<file path="src/rtl/cdma_a_wr.sv">
// cdma_a_wr: aligned S2MM write DMA engine.
// Takes one {paddr,len} command, splits it into INCR bursts that never cross
// a 4 KiB page, streams the payload onto the W channel and pulses wr_done
// once every B response for the command has come back.
module cdma_a_wr #(
    parameter int BURST_LEN = 64,
    parameter int DATA_BITS = 256,
    parameter int ADDR_BITS = 64,
    parameter int ID_BITS   = 2,
    parameter int LEN_BITS  = 32
) (
    input  logic                   aclk,
    input  logic                   aresetn,
    input  logic                   wr_valid,
    output logic                   wr_ready,
    input  logic [ADDR_BITS-1:0]   wr_paddr,
    input  logic [LEN_BITS-1:0]    wr_len,
    output logic                   wr_done,
    output logic                   wr_err,
    output logic                   m_axi_ddr_awvalid,
    input  logic                   m_axi_ddr_awready,
    output logic [ADDR_BITS-1:0]   m_axi_ddr_awaddr,
    output logic [ID_BITS-1:0]     m_axi_ddr_awid,
    output logic [7:0]             m_axi_ddr_awlen,
    output logic [2:0]             m_axi_ddr_awsize,
    output logic [1:0]             m_axi_ddr_awburst,
    output logic                   m_axi_ddr_awlock,
    output logic [3:0]             m_axi_ddr_awcache,
    output logic [2:0]             m_axi_ddr_awprot,
    output logic                   m_axi_ddr_wvalid,
    input  logic                   m_axi_ddr_wready,
    output logic [DATA_BITS-1:0]   m_axi_ddr_wdata,
    output logic [DATA_BITS/8-1:0] m_axi_ddr_wstrb,
    output logic                   m_axi_ddr_wlast,
    input  logic                   m_axi_ddr_bvalid,
    output logic                   m_axi_ddr_bready,
    input  logic [1:0]             m_axi_ddr_bresp,
    input  logic [ID_BITS-1:0]     m_axi_ddr_bid,
    input  logic [DATA_BITS-1:0]   s_axis_ddr_tdata,
    input  logic [DATA_BITS/8-1:0] s_axis_ddr_tkeep,
    input  logic                   s_axis_ddr_tlast,
    input  logic                   s_axis_ddr_tvalid,
    output logic                   s_axis_ddr_tready
);

    localparam int BYTES      = DATA_BITS / 8;
    localparam int SZ         = $clog2(BYTES);
    localparam int CNT_W      = LEN_BITS - SZ + 1;
    localparam int PAGE_BEATS = 4096 / BYTES;

    localparam logic [1:0] S_IDLE = 2'd0;
    localparam logic [1:0] S_AW   = 2'd1;
    localparam logic [1:0] S_WAIT = 2'd2;
    localparam logic [1:0] S_DONE = 2'd3;

    logic [1:0]           r_state;
    logic                 r_run;
    logic [ADDR_BITS-1:0] r_addr;
    logic [CNT_W-1:0]     r_remaining;
    logic [CNT_W-1:0]     r_wleft;
    logic [CNT_W-1:0]     r_outst;
    logic [SZ-1:0]        r_tail;
    logic                 r_err;

    logic [8:0]           r_fifo [0:3];
    logic [1:0]           r_wptr;
    logic [1:0]           r_rptr;
    logic [2:0]           r_fcount;
    logic [8:0]           r_wbeat;

    logic                 w_accept;
    logic                 w_aw_hs;
    logic                 w_w_hs;
    logic                 w_b_hs;
    logic                 w_fifo_full;
    logic                 w_fifo_empty;
    logic [8:0]           w_head;
    logic                 w_w_last;
    logic [LEN_BITS:0]    w_len_ext;
    logic [CNT_W-1:0]     w_total;
    logic [CNT_W-1:0]     w_page_beats;
    logic [CNT_W-1:0]     w_burst_cnt;
    logic [8:0]           w_burst;
    logic [8:0]           w_burst_m1;
    logic [CNT_W-1:0]     w_outst_next;
    logic [BYTES-1:0]     w_tail_strb;
    logic                 w_unused_ok;

    // Handshakes and FIFO status
    assign w_accept     = wr_valid && wr_ready;
    assign w_aw_hs      = m_axi_ddr_awvalid && m_axi_ddr_awready;
    assign w_w_hs       = m_axi_ddr_wvalid && m_axi_ddr_wready;
    assign w_b_hs       = m_axi_ddr_bvalid && m_axi_ddr_bready;
    assign w_fifo_full  = (r_fcount == 3'd4);
    assign w_fifo_empty = (r_fcount == 3'd0);
    assign w_head       = r_fifo[r_rptr];
    assign w_w_last     = (r_wbeat == w_head - 9'd1);

    // Beat count of the command, rounded up to whole data words
    assign w_len_ext = {1'b0, wr_len} + (LEN_BITS + 1)'(BYTES - 1);
    assign w_total   = w_len_ext[LEN_BITS:SZ];

    // Beats left before the next 4 KiB page boundary
    assign w_page_beats = CNT_W'(PAGE_BEATS) - CNT_W'(r_addr[11:SZ]);

    // Next burst size: min(remaining, BURST_LEN, beats to page end)
    always_comb begin
        w_burst_cnt = r_remaining;
        if (w_burst_cnt > CNT_W'(BURST_LEN)) begin
            w_burst_cnt = CNT_W'(BURST_LEN);
        end
        if (w_burst_cnt > w_page_beats) begin
            w_burst_cnt = w_page_beats;
        end
    end

    assign w_burst    = w_burst_cnt[8:0];
    assign w_burst_m1 = w_burst - 9'd1;

    // Outstanding-burst count after this cycle's AW and B handshakes
    always_comb begin
        w_outst_next = r_outst;
        if (w_aw_hs && !w_b_hs) begin
            w_outst_next = r_outst + CNT_W'(1);
        end else if (!w_aw_hs && w_b_hs) begin
            w_outst_next = r_outst - CNT_W'(1);
        end
    end

    // Byte mask for a partial final beat: the low len%BYTES lanes
    genvar gi;
    generate
        for (gi = 0; gi < BYTES; gi++) begin : g_tail_strb
            assign w_tail_strb[gi] = (SZ'(gi) < r_tail);
        end
    endgenerate

    // Command FSM: accept, issue AW bursts, wait for the B responses, signal done.
    // A zero-length command passes through WAIT so done lands two cycles after accept.
    always_ff @(posedge aclk) begin
        if (!aresetn) begin
            r_state     <= S_IDLE;
            r_run       <= 1'b0;
            r_addr      <= '0;
            r_remaining <= '0;
            r_tail      <= '0;
            r_err       <= 1'b0;
        end else begin
            r_run <= 1'b1;
            if (w_b_hs && m_axi_ddr_bresp[1]) begin
                r_err <= 1'b1;
            end
            case (r_state)
                S_IDLE: begin
                    if (w_accept) begin
                        r_addr      <= {wr_paddr[ADDR_BITS-1:SZ], {SZ{1'b0}}};
                        r_remaining <= w_total;
                        r_tail      <= wr_len[SZ-1:0];
                        r_err       <= 1'b0;
                        r_state     <= (w_total == '0) ? S_WAIT : S_AW;
                    end
                end
                S_AW: begin
                    if (w_aw_hs) begin
                        r_addr      <= r_addr + (ADDR_BITS'(w_burst) << SZ);
                        r_remaining <= r_remaining - CNT_W'(w_burst);
                        if (r_remaining == CNT_W'(w_burst)) begin
                            r_state <= S_WAIT;
                        end
                    end
                end
                S_WAIT: begin
                    if (w_fifo_empty && (r_wleft == '0) && (w_outst_next == '0)) begin
                        r_state <= S_DONE;
                    end
                end
                default: begin
                    r_state <= S_IDLE;
                end
            endcase
        end
    end

    // Outstanding AW bursts still waiting for their B response
    always_ff @(posedge aclk) begin
        if (!aresetn) begin
            r_outst <= '0;
        end else begin
            r_outst <= w_outst_next;
        end
    end

    // Burst FIFO storage: one entry (beat count) per accepted AW
    always_ff @(posedge aclk) begin
        if (w_aw_hs) begin
            r_fifo[r_wptr] <= w_burst;
        end
    end

    // Burst FIFO pointers, W beat position and command beats left to send
    always_ff @(posedge aclk) begin
        if (!aresetn) begin
            r_wptr   <= '0;
            r_rptr   <= '0;
            r_fcount <= '0;
            r_wbeat  <= '0;
            r_wleft  <= '0;
        end else begin
            if (w_aw_hs) begin
                r_wptr <= r_wptr + 2'd1;
            end
            if (w_w_hs && w_w_last) begin
                r_rptr <= r_rptr + 2'd1;
            end
            if (w_aw_hs && !(w_w_hs && w_w_last)) begin
                r_fcount <= r_fcount + 3'd1;
            end else if (!w_aw_hs && (w_w_hs && w_w_last)) begin
                r_fcount <= r_fcount - 3'd1;
            end
            if (w_w_hs) begin
                r_wbeat <= w_w_last ? 9'd0 : (r_wbeat + 9'd1);
            end
            if (w_accept) begin
                r_wleft <= w_total;
            end else if (w_w_hs) begin
                r_wleft <= r_wleft - CNT_W'(1);
            end
        end
    end

    // Command and status outputs
    assign wr_ready = r_run && (r_state == S_IDLE);
    assign wr_done  = (r_state == S_DONE);
    assign wr_err   = r_err;

    // AW channel: fields come from registers that only move on handshake, so they stay stable
    assign m_axi_ddr_awvalid = (r_state == S_AW) && !w_fifo_full;
    assign m_axi_ddr_awaddr  = r_addr;
    assign m_axi_ddr_awid    = '0;
    assign m_axi_ddr_awlen   = w_burst_m1[7:0];
    assign m_axi_ddr_awsize  = 3'(SZ);
    assign m_axi_ddr_awburst = 2'b01;
    assign m_axi_ddr_awlock  = 1'b0;
    assign m_axi_ddr_awcache = 4'b0011;
    assign m_axi_ddr_awprot  = 3'b000;

    // W channel: pass-through of the stream while the FIFO head burst is active
    assign m_axi_ddr_wvalid  = s_axis_ddr_tvalid && !w_fifo_empty;
    assign s_axis_ddr_tready = m_axi_ddr_wready && !w_fifo_empty;
    assign m_axi_ddr_wdata   = s_axis_ddr_tdata;
    assign m_axi_ddr_wlast   = w_w_last;
    assign m_axi_ddr_wstrb   = ((r_wleft == CNT_W'(1)) && (r_tail != '0)) ? w_tail_strb : '1;

    // B channel is always accepted once out of reset
    assign m_axi_ddr_bready  = r_run;

    // Inputs and bits that are intentionally ignored
    assign w_unused_ok = ^{wr_paddr[SZ-1:0], w_len_ext[SZ-1:0], w_burst_cnt[CNT_W-1:9],
                           w_burst_m1[8], m_axi_ddr_bresp[0], m_axi_ddr_bid,
                           s_axis_ddr_tkeep, s_axis_ddr_tlast};

endmodule

</file>
<file path="config.mk">
export PLATFORM = sky130hd
export DESIGN_NAME = cdma_a_wr
export DESIGN_NICKNAME = d
export VERILOG_FILES = /design/src/rtl/cdma_a_wr.sv
export SDC_FILE = /design/constraint.sdc
export NUM_CORES = 1
export LEC_CHECK = 0
export ABC_CLOCK_PERIOD_IN_PS = 8900
export BUFFER_PORTS_ARGS = -buffer_cell sky130_fd_sc_hd__buf_2
export CAP_MARGIN = 20
export CORE_AREA = 2 2 300 302
export DETAILED_ROUTE_END_ITERATION = 7
export DIE_AREA = 0 0 302 304
export PLACE_DENSITY = 0.36
export SYNTH_ARGS = -nofsm -noshare
export SYNTH_HDL_FRONTEND = slang
export SYNTH_SLANG_ARGS = --single-unit
</file>
<file path="constraint.sdc">
create_clock -name aclk -period 8.9 [get_ports aclk]
set_input_delay 0.445 -clock aclk [delete_from_list [all_inputs] [get_ports aclk]]
set_output_delay 0.445 -clock aclk [all_outputs]
set_load 0.1 [all_outputs]
</file>
==> impl_summary.md, run 1 <==
GRT
The first global-routing pass estimated 92.99 mm of wire. The number of antenna violations at the first check in global routing is 16. Entering global routing, the biggest net connects 70 pins. Summed over all layers, the global routing overflow is 0. The via count of the first global-routing pass is 13840. Across every metal layer, demand over resource in global routing totals 0.1340.

Cells and area
Relative to the synthesized area, the layout overhead comes to 8.745%. The post-layout instance area is 0.01686 mm². Once layout is complete, the utilization of the core stands at 0.1894. In the layout the commonest cells are sky130_fd_sc_hd__buf_2 (204), sky130_fd_sc_hd__nor2_1 (182), sky130_fd_sc_hd__nand2_1 (173), sky130_fd_sc_hd__dfxtp_1 (170), sky130_fd_sc_hd__a21oi_1 (102). The count of non-filler cells in the finished layout is 3083. The number of inserted filler cells in the final layout is 10010. The final-stage net count is 2323.

The share of final-layout standard cells stronger than drive strength 1 is 0.1659. The leading cell type in the layout, fill and taps excluded is sky130_fd_sc_hd__buf_2.

Timing
The final cycle utilization of the critical path is 0.8222. The worst slack on hold paths is 0.1217 ns. In the final timing run, aggregate negative setup slack is 0 ns.

The fmax is 136.7 MHz. The total count of hold-check failures in the final report came to 0. Setup violations remaining at the end of the flow were counted as 0. Setup repair after global routing left no endpoint under its margin. At the pin with the least slew margin, the transition time is 0.9467 ns. The setup slack after layout is 1.582 ns.

The number of slew-limit violations in the final report is 0. The worst path in the final design needs a cycle of 7.318 ns, including I/O delays and setup. The worst clock skew is 0.01608 ns.

Headroom to the max-slew limit came out at 0.3622.

Placed design
The congestion estimate from routability-driven global placement came to 0.7920. Once placement finished, the instance area stood at 0.01585 mm². The minimum setup slack after placement is 1.561 ns.

Input and output buffers added on the ports amount to 204. The HPWL after detailed placement is 47.87 mm. The placed cell count is 3027.

Pwr
For this design the static power due to leakage is 6.197 nW. IR analysis of the VDD net gives a maximum drop of 0.3929 mV. The power per unit of standard cell area is 493.6 mW/mm². The design draws 8.325 mW.

Synthesis
The number of flip-flops and latches in the synthesized netlist is 206. The number of flops mapped to enable cells by yosys is 36. The average footprint of a synthesized cell is 7.876 µm². The sequential area share after synthesis is 0.2891. The summed instance area of the synthesized netlist is 0.01551 mm². The dominant synthesized flop cell is sky130_fd_sc_hd__dfxtp_1.

The biggest area contributor in the post-synthesis netlist is sky130_fd_sc_hd__dfxtp_1. The largest family of logic cells by synthesized area is simple AND/OR/NAND/NOR gates. Yosys printed 0 warnings.

The synthesized-area fraction occupied by ao, oa, aoi and oai cells is 0.1764. The adder and majority cell fraction of the synthesized area is 0.03776. The share of synthesized area in the top cell type comes to 0.2194. Of the total synthesized cell area, the portion taken by XOR and XNOR cells is 0.06946. Counting flops with an async set or reset pin after synthesis yields a share of 0. The number of distinct standard cells referenced by the synthesized netlist is 81.

The area fraction in and, or, nand and nor cells after synthesis is 0.2329. The share of cell area taken by muxes after synthesis is 0.02017. By area the synthesized netlist is led by sky130_fd_sc_hd__dfxtp_1 (22%), sky130_fd_sc_hd__buf_4 (13%), sky130_fd_sc_hd__edfxtp_1 (7.0%). The cell count after synthesis is 1969.

Clock tree
The deepest level of the CTS H-tree is 1. Hold repair after CTS inserted 0 buffers. The worst-skew pair later-pin latency is 0.58 ns. Post-CTS repair changed the size of 0 cells. The clock tree from TritonCTS is done. The post-CTS setup buffer count is 0. The number of clock sinks seen by CTS is 206.

In this run the clock root is driven by a sky130_fd_sc_hd__clkbuf_16. The clock-pin slew on the worst setup and hold paths is 0.06 ns. No sink is reached through more buffers than the 3 on the longest clock path. The number of buffers created by CTS is 29.

Floorplanning
The die width is 302 µm. The count of pins on the block boundary is 779. The area of the die is 0.09181 mm². From bottom edge to top edge, the die measures 304 µm. The initial core utilization is 0.1742. The total core area is 0.08905 mm². In this run the core area contains 110 standard-cell rows.

Worst setup path
The capturing element type of the critical path is a flip-flop. The maximum fanout encountered on the critical timing path is 17. Data on the critical path is required at its endpoint by 9.39 ns. On the worst path, the slowest cell contributes a delay of 0.55 ns. The startpoint-to-endpoint class of the critical path is reg -> reg. The slowest stage of the critical path belongs to the cell sky130_fd_sc_hd__nor4_1. Data arrives at the worst endpoint at 7.81 ns. STA classifies the critical path startpoint as a flip-flop.

Drt
Dividing the detail-routed wire length by the instance count gives 20.51 µm. The number of vias per cell after detailed routing is 4.496. The first detailed-routing pass ran for 5 iterations. Once detail routing completed, the nets flagged for antenna violations numbered 0. The count of routing violations after the opening detailed-route iteration is 810. The DRC violation count after routing is 0. The number of vias in the routed layout is 13860. The aggregate routed wire length is 63.25 mm.

Status
The run finished with clean final reports.

Hold path
The path type of the worst min-delay path is in -> reg.

Flow run
Max-cap violations in this run came to 0.
[logic make-up (layout without fill, tap and decap cells)]
group,Yosys count,in the layout
xor gates and xnor gates,123,123
muxes,20,20
adders and majority gates,45,45
and+or+nand+nor,722,722
DFF,206,206
buffers and inverters,432,342
AOI/OAI and AO/OA,419,419
other,2,30
[area by class of cell]
type	instances	area (µm²)	share of cell area
inverter	59	222.7	0.01321
clock buffer	36	792.0	0.04696
antenna	2	5.005	0.0002968
timing repair buffer	229	1209	0.07167
sequential	206	4484	0.2659
tap	1176	1471	0.08725
multi-input combinational	1357	8461	0.5017
clock inverter	18	220.2	0.01306
[registers in the layout (all words and copies together), names as in the netlist, named ones only]
| name | count |
|---|---|
| r_outst | 28 |
| r_state | 2 |
| r_wptr | 2 |
| r_wleft | 28 |
| m_axi_ddr_bready | 1 |
| r_fcount | 3 |
| r_tail | 5 |
| wr_err | 1 |
| r_rptr | 2 |
| m_axi_ddr_awaddr | 59 |
| r_wbeat | 9 |
| r_remaining | 28 |
| r_fifo | 36 |
[synthesized netlist by cell type, drive strengths merged (9+ instances only)]
library cell  number
mux4               9
nand2            173
nor2b             10
or2               10
a21oi            102
mux2i             11
clkbuf            73
ha                42
o211ai             9
inv               58
or4               13
a211oi            59
o21a              11
xor2              53
a21o              11
nor3              60
edfxtp            36
buf              300
nor2             182
nor4              39
nand4             42
xnor2             70
a31oi             20
o22ai             22
and4              12
dfxtp            170
o21ai             97
nand3             74
and3              31
or3               19
and2              25
o31ai              9
[where the power goes]
group | internal (mW) | leakage (nW) | switching [mW] | total (mW)
Sequential | 1.27 | 1.72 | 0.331 | 1.60
Clock | 0.772 | 0.497 | 0.490 | 1.26
Combinational | 1.40 | 3.98 | 4.06 | 5.46
[path summary, 6_finish.rpt]
path,from,endpoint,slack [ns],cells past startpoint
setup / recovery,r_remaining[10],m_axi_ddr_awaddr[41],1.58,28
hold reg to reg,r_remaining[1],r_remaining[1],0.49,2
setup reg to reg,r_remaining[10],m_axi_ddr_awaddr[41],1.58,28
hold / removal,wr_len[3],r_tail[3],0.12,3
[worst max-delay path: cells and delay by family (launching register included)]
| family | cells | cell delay [ns] |
|---|---|---|
| and+or+nand+nor | 10 | 2.64 |
| adders and majority gates | 3 | 0.90 |
| AOI/OAI and AO/OA | 12 | 2.65 |
| DFF | 1 | 0.39 |
| buffers and inverters | 3 | 0.62 |
[layer usage]
| metal | part of all wire | GRT usage | wire (µm) |
|---|---|---|---|
| met5 | 0.0010 | 0 | 66 |
| met4 | 0.043 | 0.05687 | 2737 |
| met3 | 0.077 | 0.03969 | 4842 |
| met2 | 0.48 | 0.2274 | 30590 |
| met1 | 0.40 | 0.1555 | 25010 |
Note: power is estimated with default switching activity, not from simulation.
==> run 2, diff against run 1 <==
--- a/config.mk
+++ b/config.mk
@@ -5,13 +5,14 @@
 export SDC_FILE = /design/constraint.sdc
 export NUM_CORES = 1
 export LEC_CHECK = 0
-export ABC_CLOCK_PERIOD_IN_PS = 8900
+export ABC_AREA = 1
+export ABC_CLOCK_PERIOD_IN_PS = 7300
 export BUFFER_PORTS_ARGS = -buffer_cell sky130_fd_sc_hd__buf_2
 export CAP_MARGIN = 20
 export CORE_AREA = 2 2 300 302
 export DETAILED_ROUTE_END_ITERATION = 7
 export DIE_AREA = 0 0 302 304
-export PLACE_DENSITY = 0.36
+export PLACE_DENSITY = 0.39
 export SYNTH_ARGS = -nofsm -noshare
 export SYNTH_HDL_FRONTEND = slang
 export SYNTH_SLANG_ARGS = --single-unit
==> constraint.sdc (replaced) <==
create_clock -name aclk -period 7.3 [get_ports aclk]
set_input_delay 0.365 -clock aclk [delete_from_list [all_inputs] [get_ports aclk]]
set_output_delay 0.365 -clock aclk [all_outputs]
set_load 0.1 [all_outputs]
==> run 2 against run 1 <==
Critical path type unchanged. Largest cell class unchanged. Total power increased by 24%. Cell area increased by 17%. Sequential share of layout area decreased by 3.8 points. Sequential power increased by 20%. Area after synthesis increased by 19%. Hold slack got worse by 0.049 ns. Critical path depth increased by 1. Register-to-register slack got worse by 0.16 ns.
==> impl_summary.md, run 2 <==
Synthesis
The number of flops mapped to enable cells by yosys is 36 (unchanged). The proportion of synthesized flip-flops having asynchronous set or reset is 0 (unchanged). The cell with the most instances after synthesis is sky130_fd_sc_hd__nand2_1 (was sky130_fd_sc_hd__buf_4). The number of distinct standard cells referenced by the synthesized netlist is 59 (was 81). The cell count after synthesis is 2970 (was 1969). Most common library cells after synthesis: sky130_fd_sc_hd__nand2_1 (700), sky130_fd_sc_hd__nor2_1 (373), sky130_fd_sc_hd__inv_1 (335), sky130_fd_sc_hd__buf_4 (278), sky130_fd_sc_hd__nand3_1 (172) (was sky130_fd_sc_hd__buf_4 (278), sky130_fd_sc_hd__nor2_1 (182), sky130_fd_sc_hd__nand2_1 (173), sky130_fd_sc_hd__dfxtp_1 (170), sky130_fd_sc_hd__a21oi_1 (102)). The dominant synthesized flop cell is sky130_fd_sc_hd__dfxtp_1 (unchanged). The sequential area share after synthesis is 0.2427 (was 0.2891). Cell types with the largest area share after synthesis: sky130_fd_sc_hd__dfxtp_1 (18%), sky130_fd_sc_hd__nand2_1 (14%), sky130_fd_sc_hd__buf_4 (11%) (was sky130_fd_sc_hd__dfxtp_1 (22%), sky130_fd_sc_hd__buf_4 (13%), sky130_fd_sc_hd__edfxtp_1 (7.0%)). The cell type contributing the most total cell area after synthesis is sky130_fd_sc_hd__dfxtp_1 (unchanged).

The average footprint of a synthesized cell is 6.221 µm² (was 7.876 µm²). The warning count from the yosys run was 0 (unchanged). The number of flip-flops and latches in the synthesized netlist is 206 (unchanged).

The fraction of synthesized cell area taken by the top area cell type is 0.1842 (was 0.2194). The summed instance area of the synthesized netlist is 0.01848 mm² (was 0.01551 mm²).

Cells and area
The post-layout instance area is 0.01966 mm² (was 0.01686 mm²). The fraction of the core area covered by cells at the end of the flow is 0.2207 (was 0.1894). The synthesis-to-finish area growth is 6.372% (was 8.745%). The final-stage net count is 3315 (was 2323). Highest-count cells in the layout ignoring fill and taps: sky130_fd_sc_hd__nand2_1 (699), sky130_fd_sc_hd__nor2_1 (373), sky130_fd_sc_hd__inv_1 (332), sky130_fd_sc_hd__buf_2 (204), sky130_fd_sc_hd__nand3_1 (172) (was sky130_fd_sc_hd__buf_2 (204), sky130_fd_sc_hd__nor2_1 (182), sky130_fd_sc_hd__nand2_1 (173), sky130_fd_sc_hd__dfxtp_1 (170), sky130_fd_sc_hd__a21oi_1 (102)). The share of final-layout standard cells stronger than drive strength 1 came to 0.1185 (was 0.1659).

The flip-flop count of the largest register after layout is 59 (unchanged). The leading cell type in the layout, fill and taps excluded is sky130_fd_sc_hd__nand2_1 (was sky130_fd_sc_hd__buf_2). The antenna cell count was 0 (was 2).

Pwr
The internal power summed over all cells came to 4.021 mW (was 3.443 mW). The share of power burned in the clock network came to 0.141 (was 0.152). The proportion of total power due to net switching is 0.6113 (was 0.5865). The sequential fraction of design power is 0.186 (was 0.193). The leakage power of the design is 8.112 nW (was 6.197 nW).

The share of power burned in combinational logic is 0.673 (was 0.656). The net switching power figure is 6.323 mW (was 4.883 mW). The power per unit of standard cell area is 526.3 mW/mm² (was 493.6 mW/mm²).

The maximum resistive drop on vdd came to 0.5448 mV (was 0.3929 mV).

Clock tree
The worst-skew pair later-pin latency is 0.59 ns (was 0.58 ns). The hold-fix buffer count after cts is 1 (was 0). The number of buffers created by CTS was 28 (was 29). The clock tree from TritonCTS is done (unchanged). The cell chosen for the clock root is sky130_fd_sc_hd__clkbuf_16 (unchanged).

The clock-pin slew on the worst setup and hold paths is 0.07 ns (was 0.06 ns). The post-cts sizing count came to 0 (unchanged). The post-CTS setup buffer count is 0 (unchanged). The buffer depth of the longest clock path is 3 (unchanged). The deepest level of the CTS H-tree came to 1 (unchanged). The number of clock sinks seen by CTS came to 206 (unchanged).

Drt
The number of vias per cell after detailed routing came to 4.435 (was 4.496). The detailed-router iteration count before antenna repair is 5 (unchanged). The number of vias in the routed layout is 18050 (was 13860). The DRC violation count after routing is 0 (unchanged).

The count of routing violations after the opening detailed-route iteration is 1003 (was 810). The number of nets with antenna violations after routing came to 0 (unchanged). The final routed wire length divided by cell count is 17.66 µm (was 20.51 µm). The aggregate routed wire length is 71.86 mm (was 63.25 mm).

GRT
The wire length of the first global-routing pass is 108.4 mm (was 92.99 mm). The via count of the first global-routing pass was 17530 (was 13840). The aggregate global routing overflow was 0 (unchanged). The largest net degree at the start of global routing was 87 (was 70). The number of antenna violations at the first check in global routing is 0 (was 16). The combined global-route utilization of all metal layers is 0.1521 (was 0.1340).

Worst setup path
The maximum single-stage delay on the critical path is 0.53 ns (was 0.55 ns). The capturing element type of the critical path is a flip-flop (unchanged). The reg2reg setup slack was 1.42 ns (was 1.58 ns).

The cell with the most instances on the worst path is sky130_fd_sc_hd__nand2_1. The required time at the worst-slack endpoint is 7.76 ns (was 9.39 ns). The launching element type of the critical path is a flip-flop (unchanged).

The startpoint-to-endpoint class of the critical path is reg -> reg (unchanged). The maximum fanout encountered on the critical timing path was 14 (was 17). The arrival time at the worst endpoint came to 6.34 ns (was 7.81 ns).

The standard cell with the maximum stage delay on the critical path is sky130_fd_sc_hd__o21ai_0 (was sky130_fd_sc_hd__nor4_1).

Timing
The sum of negative setup slack is 0 ns (unchanged). The total count of hold-check failures in the final report is 0 (unchanged). The fmax was 170.2 MHz (was 136.7 MHz). The final cycle utilization of the critical path was 0.8050 (was 0.8222). The setup slack after layout is 1.423 ns (was 1.582 ns).

The measured slew at the worst slew-check pin was 0.9635 ns (was 0.9467 ns). The clock period minus final worst setup slack came to 5.877 ns (was 7.318 ns). The worst clock skew is 0.01733 ns (was 0.01608 ns). Unrepaired setup endpoints after global routing: no (unchanged). The total setup violations reported at the end of the flow is 0 (unchanged). The worst-case headroom to the max-slew limit was 0.3553 (was 0.3622). The number of slew-limit violations in the final report is 0 (unchanged).

Floorplanning
The initial core utilization came to 0.2075 (was 0.1742). The area of the die is 0.09181 mm² (unchanged). The floorplan row count is 110 (unchanged). The count of pins on the block boundary is 779 (unchanged). The total core area is 0.08905 mm² (unchanged). The die width came to 302 µm (unchanged). The die boundary height was 304 µm (unchanged).

Placed design
The number of buffers added on ports came to 204 (unchanged). The placed standard-cell area is 0.01870 mm² (was 0.01585 mm²). The global placer's final weighted congestion is 0.9253 (was 0.7920).

The HPWL after detailed placement is 56.27 mm (was 47.87 mm). The minimum setup slack after placement came to 1.290 ns (was 1.561 ns).

Status
Run status: finished, final reports clean (unchanged).

Hold path
The path type of the worst min-delay path is in -> reg (unchanged).

Flow run
The count of max-cap constraint violations is 0 (unchanged).
==> run 2: cell types whose count changed in the layout (fill, tap and decap cells not counted), sizes merged, moves of 22 or more <==
cell | before | now
a211oi | 59 | 16
a21oi | 102 | 171
and3 | 31 | 4
inv | 59 | 348
nand2 | 173 | 706
nand3 | 74 | 176
nand4 | 42 | 64
nor2 | 182 | 394
o211ai | 9 | 43
o21ai | 97 | 138
xnor2 | 70 | 19
==> run 2: path summary, 6_finish.rpt <==
kind	cells past startpoint	end	from
max reg2reg	29	m_axi_ddr_awaddr[34]	r_remaining[24]
min reg2reg	2	wr_err	wr_err
max	29	m_axi_ddr_awaddr[34]	r_remaining[24]
min	3	m_axi_ddr_awaddr[37]	wr_paddr[37]
==> run 2: kinds of logic (layout without fill, tap and decap cells) <==
| family | Yosys count | after routing | share of synthesized area |
|---|---|---|---|
| and+or+nand+nor | 1484 | 1484 | 0.3445 |
| buffers and inverters | 718 | 616 | 0.2053 |
| AOI/OAI and AO/OA | 424 | 424 | 0.1320 |
| DFF | 206 | 206 | 0.2427 |
| xor gates and xnor gates | 88 | 88 | 0.04171 |
| adders and majority gates | 45 | 45 | 0.03169 |
| muxes | 3 | 3 | 0.001625 |
| other | 2 | 28 | 0.0004064 |
==> run 2: through the flow <==
stage | cells | total power, mW | hold WS [ns]
3_3_place_gp | 4019 | 9.029 | 0.4512
3_5_place_dp | 4019 | 8.999 | 0.4503
2_1_floorplan | 2996 | 7.808 | 0.3927
6_report | 4070 | 10.34 | 0.07234
5_1_grt | 4070 | 11.21 | 0.06500
4_1_cts | 4070 | 10.51 | 0.03699
==> run 2: layout make-up <==
type | instances | area [µm²]
clock buffer | 42 | 844.6
clock inverter | 8 | 103.9
fill | 10320 | 69390
inverter | 349 | 1313
multi-input combinational | 2072 | 10320
sequential | 206 | 4484
tap | 1176 | 1471
timing repair buffer | 217 | 1121
==> run 2: metal layers <==
metal | wire (µm) | GRT usage
met1 | 31550 | 0.1920
met2 | 32950 | 0.2501
met3 | 4565 | 0.03791
met4 | 2754 | 0.05215
met5 | 44 | 0.003704
==> run 2: power groups by stage <==
| stage | registers [mW] | clock network (mW) | logic [mW] |
|---|---|---|---|
| 6_report | 1.92 | 1.46 | 6.96 |
| 3_3_place_gp | 1.95 | 0 | 7.08 |
| 4_1_cts | 1.92 | 1.52 | 7.07 |
| 3_5_place_dp | 1.94 | 0 | 7.06 |
| 5_1_grt | 1.98 | 1.55 | 7.68 |
| 2_1_floorplan | 2.64 | 0 | 5.16 |
==> run 2: worst max-delay path: cells and delay by family, from the launching register on <==
family | cells | cell delay (ns)
AO/OA/AOI/OAI | 8 | 1.87
adder cells (fa/ha/maj) | 2 | 0.55
flip-flops | 1 | 0.35
AND/OR/NAND/NOR | 14 | 2.21
buffers and inverters | 5 | 0.78
